**src/rtl/barrel_shift_sequencer_4_bit_if.sv**
```systemverilog
// Handshake and data bundle for the 4-bit barrel shift sequencer.
//
// Handshake rules (both sides):
//   Request side : a request transfers on the rising clock edge where
//                  Valid_In and Ready_Out are both 1. Request fields are
//                  only looked at on that edge.
//   Result side  : a result transfers on the rising clock edge where
//                  Valid_Out and Ready_In are both 1. Once Valid_Out rises,
//                  the result fields stay constant until that transfer.
// State_Dbg mirrors the sequencer FSM state (0 IDLE, 1 BUSY, 2 DONE).
`timescale 1ns/1ps
interface barrel_shift_sequencer_4_bit_if;
    logic       Valid_In;
    logic       Ready_Out;
    logic [2:0] Shift_Operation_In;
    logic [2:0] Shift_Amount_In;
    logic       Carry_In;
    logic [3:0] Data_In;
    logic       Valid_Out;
    logic       Ready_In;
    logic [3:0] Shifted_Data_Out;
    logic       Carry_Out;
    logic       Zero_Out;
    logic       Busy_Out;
    logic [1:0] State_Dbg;

    // Sequencer side
    modport slave (
        input  Valid_In,
        input  Shift_Operation_In,
        input  Shift_Amount_In,
        input  Carry_In,
        input  Data_In,
        input  Ready_In,
        output Ready_Out,
        output Valid_Out,
        output Shifted_Data_Out,
        output Carry_Out,
        output Zero_Out,
        output Busy_Out,
        output State_Dbg
    );

    // Requester / result consumer side
    modport master (
        output Valid_In,
        output Shift_Operation_In,
        output Shift_Amount_In,
        output Carry_In,
        output Data_In,
        output Ready_In,
        input  Ready_Out,
        input  Valid_Out,
        input  Shifted_Data_Out,
        input  Carry_Out,
        input  Zero_Out,
        input  Busy_Out,
        input  State_Dbg
    );
endinterface

```
**src/rtl/barrel_shift_sequencer_4_bit.sv**
```systemverilog
// Multi-pass sequencer around a 4-bit barrel shifter whose length input is
// only 2 bits wide. A request of 0..7 bits is split into passes of at most
// MAX_PASS_BITS bits; the working {carry,data} is held in registers between
// passes and the final result is presented on a valid/ready output.
`timescale 1ns/1ps
module barrel_shift_sequencer_4_bit #(
    parameter int MAX_PASS_BITS = 3
) (
    input  logic                          Clock_In,
    input  logic                          Reset_In,
    barrel_shift_sequencer_4_bit_if.slave bus
);

    typedef enum logic [1:0] {
        ST_IDLE = 2'd0,
        ST_BUSY = 2'd1,
        ST_DONE = 2'd2
    } state_t;

    localparam logic [2:0] OP_LSL = 3'd0;
    localparam logic [2:0] OP_LSR = 3'd1;
    localparam logic [2:0] OP_ASL = 3'd2;
    localparam logic [2:0] OP_ASR = 3'd3;
    localparam logic [2:0] OP_ROL = 3'd4;
    localparam logic [2:0] OP_ROR = 3'd5;
    localparam logic [2:0] OP_RLC = 3'd6;
    localparam logic [2:0] OP_RRC = 3'd7;

    localparam logic [2:0] LP_MAX_PASS = 3'(MAX_PASS_BITS);

    // One pass of the shifter (enable permanently high). Returns {carry,data}.
    // Rotates read a window out of a doubled copy of the operand so that the
    // bits leaving one end reappear at the other. Only RLC/RRC touch carry;
    // every other op passes the (already cleared) carry through unchanged.
    function automatic logic [4:0] f_shift_pass(
        input logic [2:0] i_op,
        input logic       i_c,
        input logic [3:0] i_d,
        input logic [2:0] i_len
    );
        logic        [7:0] w_dd;
        logic        [9:0] w_cc;
        logic signed [3:0] w_sra;
        logic        [4:0] w_res;
        w_dd  = {i_d, i_d};
        w_cc  = {i_c, i_d, i_c, i_d};
        w_sra = $signed(i_d) >>> i_len;
        w_res = {i_c, i_d};
        case (i_op)
            OP_LSL, OP_ASL: w_res = {i_c, i_d << i_len};
            OP_LSR:         w_res = {i_c, i_d >> i_len};
            OP_ASR:         w_res = {i_c, w_sra};
            OP_ROL:         w_res = {i_c, w_dd[3'd7 - i_len -: 4]};
            OP_ROR:         w_res = {i_c, w_dd[3'd3 + i_len -: 4]};
            OP_RLC:         w_res = w_cc[4'd9 - 4'(i_len) -: 5];
            OP_RRC:         w_res = w_cc[4'd4 + 4'(i_len) -: 5];
            default:        w_res = {i_c, i_d};
        endcase
        return w_res;
    endfunction

    state_t     r_state;
    logic [2:0] r_op;
    logic [3:0] r_data;
    logic       r_carry;
    logic [2:0] r_rem;
    logic       r_ready;
    logic       r_valid;
    logic       r_busy;
    logic [3:0] r_out_data;
    logic       r_out_carry;
    logic       r_zero;

    logic [2:0] w_pass_len;
    logic [2:0] w_rem_next;
    logic [4:0] w_pass_res;
    logic       w_carry_op;

    // Pass length is the remaining amount clipped to the shifter's reach.
    assign w_pass_len = (r_rem > LP_MAX_PASS) ? LP_MAX_PASS : r_rem;
    assign w_rem_next = r_rem - w_pass_len;
    assign w_pass_res = f_shift_pass(r_op, r_carry, r_data, w_pass_len);
    assign w_carry_op = (bus.Shift_Operation_In == OP_RLC) ||
                        (bus.Shift_Operation_In == OP_RRC);

    // Sequencer FSM: accept in IDLE, one shifter pass per clock in BUSY,
    // hold the registered result in DONE until the consumer takes it.
    always_ff @(posedge Clock_In or posedge Reset_In) begin
        if (Reset_In) begin
            r_state     <= ST_IDLE;
            r_op        <= 3'd0;
            r_data      <= 4'd0;
            r_carry     <= 1'b0;
            r_rem       <= 3'd0;
            r_ready     <= 1'b1;
            r_valid     <= 1'b0;
            r_busy      <= 1'b0;
            r_out_data  <= 4'd0;
            r_out_carry <= 1'b0;
            r_zero      <= 1'b0;
        end else begin
            case (r_state)
                ST_IDLE: begin
                    if (bus.Valid_In) begin
                        r_op    <= bus.Shift_Operation_In;
                        r_data  <= bus.Data_In;
                        // Carry only participates in the through-carry rotates.
                        r_carry <= w_carry_op ? bus.Carry_In : 1'b0;
                        r_rem   <= bus.Shift_Amount_In;
                        r_ready <= 1'b0;
                        r_busy  <= 1'b1;
                        r_state <= ST_BUSY;
                    end
                end
                ST_BUSY: begin
                    // An amount of 0 still runs one zero-length pass here.
                    r_data  <= w_pass_res[3:0];
                    r_carry <= w_pass_res[4];
                    r_rem   <= w_rem_next;
                    if (w_rem_next == 3'd0) begin
                        r_out_data  <= w_pass_res[3:0];
                        r_out_carry <= w_pass_res[4];
                        r_zero      <= (w_pass_res[3:0] == 4'd0);
                        r_valid     <= 1'b1;
                        r_state     <= ST_DONE;
                    end
                end
                ST_DONE: begin
                    if (bus.Ready_In) begin
                        r_out_data  <= 4'd0;
                        r_out_carry <= 1'b0;
                        r_zero      <= 1'b0;
                        r_valid     <= 1'b0;
                        r_busy      <= 1'b0;
                        r_ready     <= 1'b1;
                        r_state     <= ST_IDLE;
                    end
                end
                default: begin
                    r_valid <= 1'b0;
                    r_busy  <= 1'b0;
                    r_ready <= 1'b1;
                    r_state <= ST_IDLE;
                end
            endcase
        end
    end

    assign bus.Ready_Out        = r_ready;
    assign bus.Valid_Out        = r_valid;
    assign bus.Shifted_Data_Out = r_out_data;
    assign bus.Carry_Out        = r_out_carry;
    assign bus.Zero_Out         = r_zero;
    assign bus.Busy_Out         = r_busy;
    assign bus.State_Dbg        = r_state;

endmodule

```
**src/flat_wrapper.sv**
```systemverilog
// flat-port wrapper written by rule: the top's interface ports become plain ports
module barrel_shift_sequencer_4_bit_flat 
#(
    parameter int MAX_PASS_BITS = 3
)
  (Clock_In, Reset_In, bus_Valid_In, bus_Shift_Operation_In, bus_Shift_Amount_In, bus_Carry_In, bus_Data_In, bus_Ready_In, bus_Ready_Out, bus_Valid_Out, bus_Shifted_Data_Out, bus_Carry_Out, bus_Zero_Out, bus_Busy_Out, bus_State_Dbg);
  barrel_shift_sequencer_4_bit_if bus_i ();
  input  logic Clock_In;
  input  logic Reset_In;
  input wire logic [$bits(bus_i.Valid_In)-1:0] bus_Valid_In;
  input wire logic [$bits(bus_i.Shift_Operation_In)-1:0] bus_Shift_Operation_In;
  input wire logic [$bits(bus_i.Shift_Amount_In)-1:0] bus_Shift_Amount_In;
  input wire logic [$bits(bus_i.Carry_In)-1:0] bus_Carry_In;
  input wire logic [$bits(bus_i.Data_In)-1:0] bus_Data_In;
  input wire logic [$bits(bus_i.Ready_In)-1:0] bus_Ready_In;
  output wire logic [$bits(bus_i.Ready_Out)-1:0] bus_Ready_Out;
  output wire logic [$bits(bus_i.Valid_Out)-1:0] bus_Valid_Out;
  output wire logic [$bits(bus_i.Shifted_Data_Out)-1:0] bus_Shifted_Data_Out;
  output wire logic [$bits(bus_i.Carry_Out)-1:0] bus_Carry_Out;
  output wire logic [$bits(bus_i.Zero_Out)-1:0] bus_Zero_Out;
  output wire logic [$bits(bus_i.Busy_Out)-1:0] bus_Busy_Out;
  output wire logic [$bits(bus_i.State_Dbg)-1:0] bus_State_Dbg;
  assign bus_i.Valid_In = bus_Valid_In;
  assign bus_i.Shift_Operation_In = bus_Shift_Operation_In;
  assign bus_i.Shift_Amount_In = bus_Shift_Amount_In;
  assign bus_i.Carry_In = bus_Carry_In;
  assign bus_i.Data_In = bus_Data_In;
  assign bus_i.Ready_In = bus_Ready_In;
  assign bus_Ready_Out = bus_i.Ready_Out;
  assign bus_Valid_Out = bus_i.Valid_Out;
  assign bus_Shifted_Data_Out = bus_i.Shifted_Data_Out;
  assign bus_Carry_Out = bus_i.Carry_Out;
  assign bus_Zero_Out = bus_i.Zero_Out;
  assign bus_Busy_Out = bus_i.Busy_Out;
  assign bus_State_Dbg = bus_i.State_Dbg;
  barrel_shift_sequencer_4_bit #(.MAX_PASS_BITS(MAX_PASS_BITS)) u_core (.Clock_In(Clock_In), .Reset_In(Reset_In), .bus(bus_i));
endmodule
```
**config.mk**
```make
export PLATFORM = sky130hd
export DESIGN_NAME = barrel_shift_sequencer_4_bit_flat
export DESIGN_NICKNAME = d
export VERILOG_FILES = /design/src/rtl/barrel_shift_sequencer_4_bit_if.sv /design/src/rtl/barrel_shift_sequencer_4_bit.sv /design/src/flat_wrapper.sv
export SDC_FILE = /design/constraint.sdc
export NUM_CORES = 1
export LEC_CHECK = 0
export ABC_AREA = 1
export CAP_MARGIN = 20
export CORE_MARGIN = 1.5
export CORE_UTILIZATION = 54
export CTS_CLUSTER_DIAMETER = 100
export DETAILED_ROUTE_END_ITERATION = 6
export GPL_TIMING_DRIVEN = 0
export MAX_ROUTING_LAYER = met4
export PLACE_DENSITY = 0.79
export SLEW_MARGIN = 15
export SYNTH_ARGS = -nofsm -noshare
export SYNTH_HDL_FRONTEND = slang
export SYNTH_SLANG_ARGS = --single-unit
```
**constraint.sdc**
```tcl
create_clock -name Clock_In -period 2.8 [get_ports Clock_In]
set_input_delay 0.42 -clock Clock_In [delete_from_list [all_inputs] [get_ports Clock_In]]
set_output_delay 0.42 -clock Clock_In [all_outputs]
set_load 0.02 [all_outputs]
```
# [After elaboration in Yosys (flattened, before gate mapping)]
# Index checks and enable logic that the tools add are counted.
[totals] regBits=22 wordCells=82 out_inout_bits=11
[op_classes] mux=28 magnitude_cmp=1 reduce_logical=14 shift=7 addsub=5 eq_ne=14 bitwise=2
[ops] cell="$pmux W5 S7" n=1
[ops] cell="$shiftx A14 B5 Y5" n=2
[ops] cell="$shiftx A11 B4 Y4" n=2
[ops] cell="$eq A3 B3 Y1 const B" n=6
[ops] cell="$pmux W4 S2" n=2
[ops] cell="$mux W4" n=3
[ops] cell="$reduce_and A3 Y1" n=4
[ops] cell="$mux W1" n=9
[ops] cell="$pmux W1 S3" n=3
[ops] cell="$eq A3 B2 Y1 const B" n=2
[ops] cell="$logic_not A3 Y1" n=2
[ops] cell="$mux W2" n=3
[ops] cell="$mux W3" n=2
[ops] cell="$pmux W1 S2" n=3
[ops] cell="$pmux W2 S3" n=1
[ops] cell="$pmux W3 S2" n=1
[ops] cell="$add A3 B3 Y4 const A" n=1
[ops] cell="$logic_not A4 Y1" n=1
[ops] cell="$ne A2 B2 Y1 const B" n=2
[ops] cell="$reduce_and A2 Y1" n=2
[ops] cell="$reduce_bool A2 Y1" n=2
[ops] cell="$shl A4 B3 Y4" n=1
[ops] cell="$shr A4 B3 Y4" n=1
[ops] cell="$sshr A4 B3 Y4" n=1
[ops] cell="other kinds (13)" n=14

# [Longest topological paths before layout]
[logic_depth] depth_word=8 mapped_depth=15 depth_no_buf=14

# [Worst setup path after synthesis]
# No wires, ideal clock.
[synth_path] path_kind="register to register" start="reg u_core.r_rem[2]" end="reg u_core.r_out_data[3], in the netlist u_core.bus.Shifted_Data_Out[3]" path_slack_ps=852 required_ps=2679 path_stages_with_launch=11 setup_time_ps=121 period_less_slack_ps=1948 t_arrival_ps=1827 n_path_buf=1 cell_sequence="dfrtp_1 nor2_4 buf_2 ha_1 inv_1 nand2_1 a21oi_2 nor2_1 nand2_1 nand3_2 a22o_1"
[synth_via] elab_chain_len=7
[synth_rtl] item="start, declared" line="barrel_shift_sequencer_4_bit.sv:66" text="logic [2:0] r_rem;"
[synth_rtl] item="start signal, assigned" line="barrel_shift_sequencer_4_bit.sv:109" text="r_rem <= bus.Shift_Amount_In;"
[synth_rtl] item="start signal, assigned" line="barrel_shift_sequencer_4_bit.sv:119" text="r_rem <= w_rem_next;"
[synth_rtl] item="$gt A3 B2 Y1" line="barrel_shift_sequencer_4_bit.sv:80" text="assign w_pass_len = (r_rem > LP_MAX_PASS) ? LP_MAX_PASS : r_rem;"
[synth_rtl] item="$mux W3" line="barrel_shift_sequencer_4_bit.sv:80"
[synth_rtl] item="$sub A4 B3 Y4 (tied with other cells)" line="barrel_shift_sequencer_4_bit.sv:55" text="OP_RLC: w_res = w_cc[4'd9 - 4'(i_len) -: 5];"
[synth_rtl] item="$shiftx A14 B5 Y5 (tied with other cells)" line="barrel_shift_sequencer_4_bit.sv:55"
[synth_rtl] item="$pmux W5 S7" line="barrel_shift_sequencer_4_bit.sv:49" text="case (i_op)"
[synth_rtl] item="$mux W4" line="barrel_shift_sequencer_4_bit.sv:120" text="if (w_rem_next == 3'd0) begin"
[synth_rtl] item="$pmux W4 S2" line="barrel_shift_sequencer_4_bit.sv:102" text="case (r_state)"
[synth_rtl] item="end signal, assigned" line="barrel_shift_sequencer_4_bit.sv:121" text="r_out_data <= w_pass_res[3:0];"
[synth_rtl] item="end, declared" line="barrel_shift_sequencer_4_bit.sv:70" text="logic [3:0] r_out_data;"
# Parallel ways exist; a longest one is shown, timed or not. The select of a mux whose other input is x is not followed.
# A chain may end at the register's enable or synchronous reset.

# [Worst setup path after layout]
[layout_path] start="reg u_core.r_rem[2]" end="reg u_core.r_zero, in the netlist u_core.bus.Zero_Out"
[layout_via] elab_chain_len=8
[layout_rtl] item="$gt A3 B2 Y1" line="barrel_shift_sequencer_4_bit.sv:80"
[layout_rtl] item="$mux W3" line="barrel_shift_sequencer_4_bit.sv:80"
[layout_rtl] item="$sub A4 B3 Y4 (tied with other cells)" line="barrel_shift_sequencer_4_bit.sv:55"
[layout_rtl] item="$shiftx A14 B5 Y5 (tied with other cells)" line="barrel_shift_sequencer_4_bit.sv:55"
[layout_rtl] item="$pmux W5 S7" line="barrel_shift_sequencer_4_bit.sv:49"
[layout_rtl] item="$logic_not A4 Y1" line="barrel_shift_sequencer_4_bit.sv:123" text="r_zero <= (w_pass_res[3:0] == 4'd0);"
[layout_rtl] item="$mux W1" line="barrel_shift_sequencer_4_bit.sv:120"
[layout_rtl] item="$pmux W1 S2" line="barrel_shift_sequencer_4_bit.sv:102"
[layout_rtl] item="end signal, assigned" line="barrel_shift_sequencer_4_bit.sv:123"
[layout_rtl] item="end, declared" line="barrel_shift_sequencer_4_bit.sv:72" text="logic r_zero;"
# Parallel ways exist; a longest one is shown, timed or not. The select of a mux whose other input is x is not followed.

==> flow_metrics.env <==
export IMPL_cts_tree="done"
export IMPL_p_per_area_nw_per_um2=1350
export IMPL_p_int_mw=1.32
export IMPL_start_util=0.576
export IMPL_final_net_count=321
export IMPL_synth_cell_area_um2=1770
export IMPL_grt_max_degree=23
export IMPL_grt_pass1_wl_mm=7.67
export IMPL_yosysUniqueCellTypes=29
export IMPL_fillers=282
export IMPL_p_seq_frac=0.212
export IMPL_cts_sinks=22
export IMPL_cts_root_buf="clkbuf_4"
export IMPL_io_buffers=25
export IMPL_post_drt_wl_per_cell_um=13.0
export IMPL_hold_viol=0
export IMPL_path_class="reg -> reg"
export IMPL_cp_required_ps=3060
export IMPL_cts_buffers=3
export IMPL_fin_crit_ps=2370
export IMPL_syn_num_nets=291
export IMPL_fin_crit_sh=0.848
export IMPL_cts_hold_buf=0
export IMPL_ys_async_sr_fraction=1.00
export IMPL_finalMaxSlewViolations=0
export IMPL_net_switching_power_mw=1.56
export IMPL_maxCapViolCount=0
export IMPL_crit_fanout=11
export IMPL_rsz0062_at_grt="false"
export IMPL_seq_area_frac_synth=0.311
export IMPL_postCtsSetupBuffers=0
export IMPL_worstHoldPathType="reg -> reg"
export IMPL_antenna_found_initial=0
export IMPL_synth_area_per_cell_um2=6.49
export IMPL_arrival_ps=2630
export IMPL_finalSetupViolCount=0
export IMPL_synth_ff_type="dfrtp_1"
export IMPL_post_route_cells_drive_above_1_share=0.113
export IMPL_hpwl_mm=3.60
export IMPL_rows=20
export IMPL_drt_total_wl_mm=4.49
export IMPL_route_detailed_drc=0
export IMPL_swShare=0.541
export IMPL_yosys_register_bits=22
export IMPL_vdd_drop_max_v=0.000650
export IMPL_final_common_cell="nand2_1"
export IMPL_place_gp_congestion=0.946
export IMPL_synth_edff_count=0
export IMPL_clk_latency_ps=310
export IMPL_fp_dieH_um=60.3
export IMPL_core_um2=3080
export IMPL_fmax_mhz=421
export IMPL_grt_usage=0.293
export IMPL_pin_count=26
export IMPL_start_kind="flop"
export IMPL_ant_nets=0
export IMPL_grt_pass1_vias=1752
export IMPL_setup_tns_ps=0
export IMPL_status="complete, no violations"
export IMPL_drt_first_pass_iters=5
export IMPL_utilization=0.692
export IMPL_p_clk_frac=0.085
export IMPL_critPathCaptureType="flop"
export IMPL_grt_overflow=0
export IMPL_drt_iter0_drc=133
export IMPL_max_slew_margin_rel=0.463
export IMPL_worst_slew_pin_slew_ps=805
export IMPL_ys_warn_count=0
export IMPL_vias=1886
export IMPL_clockBufferDepth=2
export IMPL_viasPerCell=5.45
export IMPL_mostFrequentLayoutCells="100 x nand2_1, 34 x nand3_1, 28 x inv_1"
export IMPL_netlist_instances=273
export IMPL_dieArea_um2=3630
export IMPL_p_leak_nw=1.09
export IMPL_area_growth_pct=20.2
export IMPL_power_frac_comb=0.704
export IMPL_die_w_um=60.3
export IMPL_htreeDepth=1
export IMPL_diodes=0
export IMPL_cts_resized=0
export IMPL_clk_pin_slew_ps=120
export IMPL_finClkSkew_ps=1.10
==> per-layer routing <==
metal  wire length (um)  track usage
met4                 78        0.108
met1               1950        0.361
met2               2260        0.505
met3                205       0.0173
met5                  0            -
==> final timing paths <==
check                      slack [ps]  cells past startpoint                    to            startpoint
max                               430                     12   u_core.bus.Zero_Out       u_core.r_rem[2]
min in group asynchronous         540                      2  u_core.bus.Carry_Out              Reset_In
min                               490                      2  u_core.bus.Ready_Out  u_core.bus.Ready_Out
max reg2reg                       430                     12   u_core.bus.Zero_Out       u_core.r_rem[2]
max in group asynchronous        1760                      2        u_core.r_carry              Reset_In
min reg2reg                       490                      2  u_core.bus.Ready_Out  u_core.bus.Ready_Out
==> synth_stat cells, types with 2 or more instances <==
library cell,number,area (um2)
nand3_1,34,170
buf_2,2,10.0
nand2_1,100,375
clkbuf_1,2,7.51
o21ai_1,3,15.0
nand4_1,3,18.8
nand2_2,8,50.1
nor2_2,2,12.5
nor2_4,3,33.8
nor3_1,2,10.0
a22o_1,2,17.5
o211ai_1,8,60.1
nand2_4,5,56.3
dfrtp_1,21,526
inv_1,28,105
inv_2,3,11.3
nor2_1,19,71.3
nand3_2,4,40.0
a21oi_1,5,25.0
o21ai_0,8,40.0
ha_1,3,37.5
==> kinds of logic after synthesis <==
group / share of synthesized area
simple gates: 0.473
buf+inv: 0.0819
compound gates: 0.110
flops: 0.311
fa+ha+maj: 0.0212
other cells: 0.00212
==> through the flow <==
| step | power (mW) | std cells | hold slack [ps] | instance area [um2] | worst slack (ps) |
|---|---|---|---|---|---|
| floorplan | 2.08 | 273 | 408 | 1770 | 852 |
| global placement | 2.58 | 342 | 453 | 2080 | 446 |
| detailed placement | 2.62 | 342 | 468 | 2080 | 489 |
| CTS | 2.86 | 346 | 489 | 2130 | 452 |
| global route | 3.15 | 346 | 507 | 2130 | 286 |
| finish | 2.87 | 346 | 486 | 2130 | 426 |
==> registers in the layout, indices dropped and copies added (netlist names) <==
register,count
u_core.bus.Carry_Out,1
u_core.r_data,4
u_core.bus.Zero_Out,1
u_core.bus.Valid_Out,1
u_core.bus.Busy_Out,1
u_core.r_op,3
u_core.bus.State_Dbg,2
u_core.r_carry,1
u_core.r_rem,3
u_core.bus.Shifted_Data_Out,4
u_core.bus.Ready_Out,1
==> worst max-delay path, cell delays in order, from the launching register on <==
cell	delay, ps
dfrtp_1	520
nor2_4	230
buf_2	280
ha_1	340
inv_1	230
nand2_1	90
a21oi_2	110
nor2_1	50
nand2_1	90
nand3_2	110
nor2_1	120
nand3_1	80
nand2_1	60
==> final cells by class <==
class	instances	area, um2	area share
timing repair buffer	25	250	0.118
buffer	5	28.8	0.0135
sequential	22	552	0.259
multi-input combinational	215	1070	0.505
clock buffer	3	22.5	0.0106
clock inverter	1	30.0	0.0141
tap	44	55.1	0.0259
inverter	31	116	0.0546
==> power groups by stage <==
stage / registers, mW / clock network [mW] / logic, mW
final: 0.608 / 0.243 / 2.02
after global routing: 0.633 / 0.259 / 2.26
after CTS: 0.607 / 0.245 / 2.01
after detailed placement: 0.612 / 0 / 2.00
after global placement: 0.607 / 0 / 1.98
after floorplan: 0.667 / 0 / 1.41
No activity file was read; power rests on OpenSTA's default activity.
==> edit, RTL diff (config.mk and constraints unchanged) <==
Make the reset (`Reset_In`) synchronous in one clocked block.
--- a/src/rtl/barrel_shift_sequencer_4_bit.sv
+++ b/src/rtl/barrel_shift_sequencer_4_bit.sv
@@ -86,5 +86,5 @@
     // Sequencer FSM: accept in IDLE, one shifter pass per clock in BUSY,
     // hold the registered result in DONE until the consumer takes it.
-    always_ff @(posedge Clock_In or posedge Reset_In) begin
+    always_ff @(posedge Clock_In) begin
         if (Reset_In) begin
             r_state     <= ST_IDLE;
Function: differs if Reset_In is asserted again (counterexample within 4 cycles, from zero or initial values and one cycle with Reset_In high); with Reset_In held inactive, the same outputs for 10 cycles.
==> edit against the unedited design <==
- routed wire length about the same
- area after synthesis down 2.5%
- highest routed layer unchanged
- non-clock buffer count unchanged
- fmax down 2.9%
- count of clock-buffer cells in the layout unchanged
- design area down 2.5%
- worst setup slack worse by 0.071 ns
- die area down 2.4%
- sequential share of layout area down 4.7 points
- sequential cell count unchanged
- first-iteration DRC count up 1.5%
Power is not compared: it rests on default switching activity, and its combinational part moved more than twofold at a synthesized area within 25%.
==> edit: results (changes against the unedited design) <==
----------------------------------------------------
[Logic synthesis]
  Cell types with the largest area share after synthesis ... sky130_fd_sc_hd__dfxtp_1 25%, sky130_fd_sc_hd__nand2_1 21%, sky130_fd_sc_hd__nand3_1 9.8%
  Gate count of the mapped netlist ... 291 (+6.6%)
  Fraction of the yosys area taken by sequential cells ... 0.255 (-0.0566)
  Share of flip-flops with an asynchronous set or reset ... 0 (-1.00)
  Synth Net Count ... 309 (+6.2%)
  Main synth FF type ... sky130_fd_sc_hd__dfxtp_1

[GRT]
  Maximum number of pins on one net before global-route repair ... 14 (-39%)
  Via count of the first global-routing pass ... 1712 (-2.3%)
  Global routing usage on met2 ... 0.458 (-0.0463)
  M3 GR Usage ... 0.0218 (+0.00452)
  Met1 usage ... 0.358 (-0.00215)
  First-pass GRT wire length ... 7430 um (-3.1%)

[Drt]
  Total via count in the routed design ... 1932 (+2.4%)
  Length of routed met3 wiring ... 225 um (+9.8%)
  Routed length on met1 ... 2080 um (+6.6%)
  Initial DRC Count ... 135 (+1.5%)

[Cells and area]
  Share of post-route cells with drive strength above 1 ... 0.0909 (-0.0217)
  Number of fill cells ... 305 (+8.2%)
  Fraction of area in non-clock buffers ... 0.137 (+0.00641)
  Final Net Count ... 338 (+5.3%)
  Multi-input logic portion of the cell area ... 0.538 (+0.0330)
  Multi-input combinational cell count ... 230 (+7.0%)
  Clock-cell share of area ... 0.0253 (+0.000640)
  Inverters, non-clock ... 33 (+6.5%)

[Setup path]
  Arrival @ worst endpoint ... 2.71 ns (+0.08 ns)
  CP max stage cell ... sky130_fd_sc_hd__dfxtp_1

[Placed design]
  IO Port Bufs ... 24 (-4.0%)

[Status]
  Result of the run ... complete, no violations

----------------------------------------------------
edit: path summary, 6_finish.rpt:
path / to / slack [ns] / cells after the start
setup / recovery: u_core.bus.Zero_Out / 0.35 / 15
hold / removal: u_core.r_data[0] / 0.44 / 2
setup reg to reg: u_core.bus.Zero_Out / 0.35 / 15
hold reg to reg: u_core.bus.Shifted_Data_Out[2] / 0.48 / 2
edit: cell families (layout without fill, tap and decap cells):
logic type               Yosys count  in the layout  share of synthesized area
flip-flops                        22             22                      0.255
other                              1              1                    0.00217
AND/OR/NAND/NOR                  180            180                      0.473
adder cells (fa/ha/maj)            3              3                     0.0217
AO/OA/AOI/OAI                     46             46                      0.149
buffers and inverters             39             67                     0.0992
edit: power by group:
group,switching [mW],internal [mW],leakage (nW)
Combinational,0.354,0.202,0.716
Clock,0.102,0.145,0.0279
Sequential,0.0354,0.344,0.181
Total,0.492,0.691,0.924
